## config.mk

```make
export PLATFORM = sky130hd
export DESIGN_NAME = div64_seq
export DESIGN_NICKNAME = d
export VERILOG_FILES = /design/src/rtl/div64_seq_pkg.sv /design/src/rtl/div64_seq_sub65.sv /design/src/rtl/div64_seq.sv
export SDC_FILE = /design/constraint.sdc
export NUM_CORES = 1
export LEC_CHECK = 0
export CAP_MARGIN = 25
export CORE_ASPECT_RATIO = 1.1
export CORE_MARGIN = 4
export CORE_UTILIZATION = 60
export DETAILED_ROUTE_END_ITERATION = 6
export PLACE_DENSITY = 0.95
export SETUP_SLACK_MARGIN = 0.15
export SLEW_MARGIN = 20
export SYNTH_ARGS = -nofsm -noshare
export SYNTH_HDL_FRONTEND = slang
export SYNTH_HIERARCHICAL = 1
export SYNTH_SLANG_ARGS = --single-unit
```

## constraint.sdc

```tcl
create_clock -name clk -period 22.9 [get_ports clk]
set_clock_uncertainty 0.1 [all_clocks]
set_input_delay 2.29 -clock clk [delete_from_list [all_inputs] [get_ports clk]]
set_output_delay 2.29 -clock clk [all_outputs]
set_load 0.01 [all_outputs]
```

## src/rtl/div64_seq_pkg.sv

```systemverilog
// Shared types and constants for the sequential restoring divider.
package div_pkg;

  // Divider control states
  typedef enum logic [1:0] {
    IDLE   = 2'd0,
    RUN    = 2'd1,
    FINISH = 2'd2
  } div_state_t;

  localparam int unsigned DIV_W = 64;
  localparam int unsigned CNT_W = $clog2(DIV_W);

  // Quotient reported for a zero divisor
  localparam logic [DIV_W-1:0] DIV_QUOT_DBZ = '1;

endpackage

```

## src/rtl/div64_seq_sub65.sv

```systemverilog
// Combinational W-bit subtractor a - b with borrow out, used for the
// divider's trial step (a + ~b + 1).
module sub65 #(
  parameter int unsigned W = 65
) (
  input  logic [W-1:0] i_a,
  input  logic [W-1:0] i_b,
  output logic [W-1:0] o_diff,
  output logic         o_borrow
);

  logic [W:0] w_sum;

  // Two's-complement subtract; a missing carry out means a < b
  always_comb begin
    w_sum    = {1'b0, i_a} + {1'b0, ~i_b} + (W+1)'(1);
    o_diff   = w_sum[W-1:0];
    o_borrow = ~w_sum[W];
  end

endmodule

```

## src/rtl/div64_seq.sv

```systemverilog
// Sequential unsigned restoring divider, one quotient bit per clock.
// start/done handshake; results and div_by_zero hold until the next completion.
module div64_seq
  import div_pkg::*;
#(
  parameter int unsigned WIDTH = DIV_W
) (
  input  logic             clk,
  input  logic             rst,
  input  logic             start,
  input  logic [WIDTH-1:0] dividend,
  input  logic [WIDTH-1:0] divisor,
  output logic             busy,
  output logic             done,
  output logic [WIDTH-1:0] quotient,
  output logic [WIDTH-1:0] remainder,
  output logic             div_by_zero
);

  localparam int unsigned           CW       = (WIDTH > 1) ? $clog2(WIDTH) : 1;
  localparam logic [CW-1:0]         CNT_LAST = CW'(WIDTH - 1);

  div_state_t       r_state;
  logic [WIDTH-1:0] r_rem;
  logic [WIDTH-1:0] r_q;
  logic [WIDTH-1:0] r_div;
  logic [CW-1:0]    r_cnt;

  logic [WIDTH:0]   w_shifted;
  logic [WIDTH:0]   w_trial;
  logic             w_borrow;
  logic             w_fits;
  logic [WIDTH-1:0] w_rem_next;
  logic [WIDTH-1:0] w_q_next;

  assign w_shifted = {r_rem, r_q[WIDTH-1]};

  sub65 #(.W(WIDTH + 1)) u_sub (
    .i_a      (w_shifted),
    .i_b      ({1'b0, r_div}),
    .o_diff   (w_trial),
    .o_borrow (w_borrow)
  );

  // Trial sign bit and borrow both flag shifted < divisor; the extra
  // bit of width keeps them in agreement, so either may veto the subtract.
  always_comb begin
    w_fits     = ~(w_trial[WIDTH] | w_borrow);
    w_rem_next = w_fits ? w_trial[WIDTH-1:0] : w_shifted[WIDTH-1:0];
    w_q_next   = {r_q[WIDTH-2:0], w_fits};
  end

  // Control FSM, iteration counter, accumulators and registered outputs.
  // Results are written on the edge that enters FINISH so they appear in
  // the same cycle as the done pulse.
  always_ff @(posedge clk or posedge rst) begin
    if (rst) begin
      r_state     <= IDLE;
      r_rem       <= '0;
      r_q         <= '0;
      r_div       <= '0;
      r_cnt       <= '0;
      busy        <= 1'b0;
      done        <= 1'b0;
      quotient    <= '0;
      remainder   <= '0;
      div_by_zero <= 1'b0;
    end else begin
      case (r_state)
        IDLE: begin
          done <= 1'b0;
          if (start) begin
            if (divisor != '0) begin
              r_rem   <= '0;
              r_q     <= dividend;
              r_div   <= divisor;
              r_cnt   <= CNT_LAST;
              busy    <= 1'b1;
              r_state <= RUN;
            end else begin
              quotient    <= '1;
              remainder   <= dividend;
              div_by_zero <= 1'b1;
              done        <= 1'b1;
              r_state     <= FINISH;
            end
          end
        end
        RUN: begin
          r_rem <= w_rem_next;
          r_q   <= w_q_next;
          r_cnt <= r_cnt - CW'(1);
          if (r_cnt == '0) begin
            quotient    <= w_q_next;
            remainder   <= w_rem_next;
            div_by_zero <= 1'b0;
            done        <= 1'b1;
            busy        <= 1'b0;
            r_state     <= FINISH;
          end
        end
        FINISH: begin
          done    <= 1'b0;
          r_state <= IDLE;
        end
        default: begin
          busy    <= 1'b0;
          done    <= 1'b0;
          r_state <= IDLE;
        end
      endcase
    end
  end

endmodule

```

==> impl_metrics.ini, run 1 <==
[route]
dr.pass1.iters = 7
vias_per_cell = 6.22
route.antenna.remaining_nets = 0
wl_per_cell_um = 20.7
vias = 15932
routed_wl_um = 53200
drcViolationCount = 0
drt_iter0_drc = 1258

[sta]
tightest_slew_ns = 1.02
setup_viol = 0
rsz0062_at_grt = false
min_period_over_period_pct = 25.1
fin_setup_tns_ns = 0
fmaxAchievable_ghz = 0.174
hold_slack_ns = 0.385
slew_viol_final = 0
max_slew_margin_pct = 32.2
final-hold-violation-count = 0
min_period_ns = 5.74

[floorplan]
coreArea_um2 = 30400
die_y_um = 192
initial_core_util_pct = 60.8
num_rows = 67
ios = 262
die_area_um2 = 33700
dieWidth_um = 175

[layout]
utilization_pct = 74.2
layout_common_cells = 377 x nand2_1, 331 x dfrtp_1, 261 x clkdlybuf4s50_1
fillers = 1939
finalInstanceArea_um2 = 22600
fin_nets = 2315
drive_gt1_share_pct = 13.5
area_growth_syn_to_layout_pct = 22.0
final_common_cell = nand2_1

[yosys]
syn_area_per_cell_um2 = 9.70
synth_edf_count = 0
synth.distinct_cells = 75
yosysTopAreaCellShare_pct = 44.7
yosysTopAreaCell = dfrtp_1
synth_fp_nets = 2108
ys_seq_elements = 331
synthArstFlopShare_pct = 100
synth_ff_type = dfrtp_1
syn_inst = 1909
netlist_area_um2 = 18500
ys_warn_count = 6
synthTopCellsByArea = dfrtp_1 45%, mux2_2 12%, nand2_1 7.7%
seq_area_frac_synth_pct = 44.7

[worst_hold_path]
hold_start = quotient[14]
hold_path_class = reg2reg
min_path_cells = 1
worst_hold_path.endpoint = quotient[14]

[outcome]
status = complete, no violations

[global_route]
grtUsageTotal_pct = 30.9
grt_pass1_vias = 16335
grt_max_degree = 105
grt_overflow_total = 0
grt_pass1_wl_um = 84900
grt_antenna_before_repair = 7

[setup_path]
critPathMaxStageDelay_ns = 0.70
cp.required_ns = 23.25
crit_family = compound AO/OA/AOI/OAI gates
reg2regPathDepth = 17
crit_chain = inv_1 -> ha_1 -> fa_1 -> nand2b_1 -> a21oi_1 -> o31ai_1 -> o211ai_1 -> a31oi_1 -> o21ai_1 -> a31oi_1 -> xnor2_1 -> or2_2 -> buf_4 -> nand2_1 -> a21oi_1 -> nand2b_1 -> mux2_2
reg2reg_to = remainder[11]
crit_path_start_kind = register
crit_path_end_kind = register
crit_slowest_cell = o31ai_1
path_buf_inv = 2
crit_fanout = 34
r2r_start = r_q[63]
path_class = reg2reg
crit_arrival_ns = 6.09
rrSetupSlack_ns = 17.16

[clock_tree]
clkTransAtPathRegs_ns = 0.06
cts_buffer_depth = 3
ctsRootBufferMaster = clkbuf_16
cts.sinks = 331
clk_latency_ns = 0.52
numCtsBuffers = 35
cts_tree = done
hold_buffers = 0
cts_setup_buffers = 0
cts_htree_levels = 2
ctsResizeCount = 0

[pwr]
power_per_cell_area_nw_per_um2 = 119
leakagePower_nw = 10.8
vdd_drop_max_mv = 0.0959

[placement]
place.gp.congestion = 0.942
portBuffers = 261
dpl_cell_area_um2 = 21300
dp_hpwl_um = 37200

[run]
maxCapViolations = 0
[metal layers]
metal	up-vias	global-route usage, %	share of wire, %
li1	7112	-	-
met3	209	5.16	6.8
met5	-	0	0
met1	7801	38.1	38
met2	810	53.1	49
met4	0	15.3	5.6
[through the flow]
stage | power (mW) | worst slack, ns | instances
after floorplan | 1.69 | 11.34 | 1909
after global routing | 2.83 | 16.97 | 2562
after global placement | 1.98 | 16.94 | 2491
after CTS | 2.67 | 17.34 | 2554
final | 2.68 | 17.16 | 2562
after detailed placement | 2.04 | 16.84 | 2492
[cells in the mapped netlist, drive strengths merged (7+ instances only)]
master,number
nand2,378
dfrtp,331
mux2,193
a21oi,137
a21o,114
inv,92
ha,67
o22a,64
buf,54
clkbuf,54
nand2b,52
o21ai,49
nor2,48
xnor2,38
nand4,28
xor2,22
nor4,19
a211oi,16
nand3,15
a31oi,13
nor3,13
and3,11
o211ai,11
o21a,11
o31ai,9
or2,7
[registers in the layout, summed over array words and instances (netlist names), 2 cells and up]
register / flops
r_q: 64
quotient: 64
remainder: 64
r_state: 2
r_rem: 64
r_cnt: 6
r_div: 64
[power by group]
group / internal [mW] / total, mW / switching [mW]
clock: 0.369 / 0.605 / 0.235
sequential: 0.768 / 0.900 / 0.132
combinational: 0.528 / 1.18 / 0.651
[area by class of cell]
cell class | count | area (um^2) | share of cell area, %
tap | 414 | 518 | 2.29
antenna | 7 | 17.5 | 0.0776
clock buffer | 49 | 1060 | 4.70
clock inverter | 13 | 173 | 0.765
sequential | 331 | 8280 | 36.7
timing repair buffer | 278 | 2780 | 12.3
inverter | 92 | 353 | 1.56
multi-input combinational | 1378 | 9400 | 41.6
[cell families after synthesis]
family          share of synthesized area [%]
compound gates                           16.9
xor+xnor                                 2.84
fa+ha+maj                                4.64
buf+inv                                  4.66
flops                                    44.7
mux                                      11.8
other cells                            0.0203
simple gates                             14.4
[worst max-delay path by stage]
stage	from	cells past startpoint	end	slack [ns]
final	r_q[63]	17	remainder[11]	17.16
after global routing	r_q[63]	17	remainder[11]	16.97
after floorplan	rst	1	busy	11.34
after global placement	divisor[24]	8	r_q[10]	16.94
after CTS	divisor[0]	8	r_q[22]	17.34
after detailed placement	divisor[0]	8	r_q[23]	16.84
No activity file was read; power rests on OpenSTA's default activity.
==> inputs of run 2 (changes only) <==
- CORE_UTILIZATION: 60 -> 50
- PLACE_DENSITY: 0.95 -> 0.88
- clock period: 22.9 -> 4.8 ns (I/O delays scaled with it)
==> impl_metrics.ini, run 2 (synthesis results as in run 1) <==
[outcome]
status = complete, no violations

[floorplan]
num_rows = 73
die_area_um2 = 40200
die_y_um = 210
coreArea_um2 = 36400
ios = 262
initial_core_util_pct = 50.9
dieWidth_um = 191

[global_route]
grtUsageTotal_pct = 26.0
grt_pass1_wl_um = 85500
grt_antenna_before_repair = 2
grt_max_degree = 103
grt_pass1_vias = 16062
grt_overflow_total = 0

[placement]
portBuffers = 261
dp_cells = 2576
place.gp.congestion = 0.920
dp_hpwl_um = 38600
dpl_cell_area_um2 = 21500

[layout]
fillers = 2837
area_growth_syn_to_layout_pct = 23.8
fin_nets = 2327
finalInstanceArea_um2 = 22900
final_cells = 2643
final_common_cell = nand2_1
drive_gt1_share_pct = 14.1
layout_common_cells = 377 x nand2_1, 331 x dfrtp_1, 261 x clkdlybuf4s50_1
utilization_pct = 63.0

[clock_tree]
clk_latency_ns = 0.54
cts.sinks = 331
numCtsBuffers = 37
ctsRootBufferMaster = clkbuf_16
cts_buffer_depth = 3
cts_tree = done
cts_setup_buffers = 0
clkTransAtPathRegs_ns = 0.06
cts_htree_levels = 2

[pwr]
power_per_cell_area_nw_per_um2 = 566
vdd_drop_max_mv = 0.455
totalPowerFinal_mw = 13.0
leakagePower_nw = 10.8

[route]
dr_wl_met3_um = 2380
route.antenna.remaining_nets = 0
dr.pass1.iters = 5
highest_layer = met4
wl_per_cell_um = 19.9
drt_iter0_drc = 855
routed_wl_um = 52700
vias_per_cell = 5.78
vias = 15270
dr_wl_met2_um = 26200
drcViolationCount = 0
wl_met1_um = 22300

[sta]
max_slew_margin_pct = 43.3
rsz0062_at_grt = false
tightest_slew_ns = 0.851
fin_setup_tns_ns = 0
min_period_over_period_pct = 91.7
fmaxAchievable_ghz = 0.227
final-hold-violation-count = 0
slew_viol_final = 0
min_period_ns = 4.40
setup_viol = 0

[run]
maxCapViolations = 0

[setup_path]
crit_fanout = 17
crit_path_end_kind = register
cp.required_ns = 5.11
path_class = reg2reg
crit_arrival_ns = 4.71
crit_path_start_kind = register

[worst_hold_path]
hold_path_class = in2async
==> run 2: worst max-delay path: stages (launching register included) <==
cell      delay [ns]
dfrtp_1         0.41
ha_1            0.44
nand4_1         0.16
or3_1           0.40
nor2_1          0.09
o21ai_1         0.14
a2111o_1        0.53
a211oi_2        0.31
o221ai_2        0.19
o21a_1          0.26
or2_2           0.36
buf_4           0.22
nand2_1         0.09
a21oi_1         0.12
nand2b_1        0.19
mux2_2          0.26
==> run 2: layout make-up <==
type / count / area [um^2] / share of cell area (%)
diodes: 2 / 5.00 / 0.0218
clock buffers: 49 / 1060 / 4.64
clock inverters: 16 / 278 / 1.21
inverters: 92 / 349 / 1.52
multi-input cells: 1378 / 9410 / 41.1
flip-flops and latches: 331 / 8280 / 36.2
well taps: 487 / 609 / 2.66
repair buffers: 288 / 2910 / 12.7
==> run 2: final timing paths <==
check                                   from            end  slack (ns)  cells past startpoint
worst max register to register     r_rem[17]  remainder[15]        0.40                     15
min in group clk                quotient[17]   quotient[17]        0.39                      1
worst min-delay path                     rst   remainder[3]        0.33                      2
worst min register to register  quotient[17]   quotient[17]        0.39                      1
max in group asynchronous                rst      r_div[15]        3.16                      3
worst max-delay path               r_rem[17]  remainder[15]        0.40                     15
==> run 2: stage by stage <==
step	hold WS (ns)	worst slack, ns
2_1_floorplan	0.356	-0.201
3_5_place_dp	0.366	0.124
3_3_place_gp	0.362	0.128
5_1_grt	0.362	0.162
6_report	0.326	0.399
4_1_cts	0.325	0.251
==> run 2: power breakdown <==
part           leakage (nW)  switching (mW)  internal (mW)
Combinational          6.26            3.04           2.56
Sequential             3.94           0.585           3.67
Clock                 0.647            1.17           1.94
Total                  10.8            4.79           8.17
==> run 2: timing repair <==
action,CTS,global route
pin swaps,0,0
resized for setup,2,3
hold buffers,0,0
endpoints found under the setup margin,44,58
==> run 2: per-layer routing <==
layer  global-route usage (%)  vias up
li1                         -     7135
met5                        0        -
met2                     44.7      459
met3                     3.53      112
met1                     33.9     7564
met4                     8.74        0
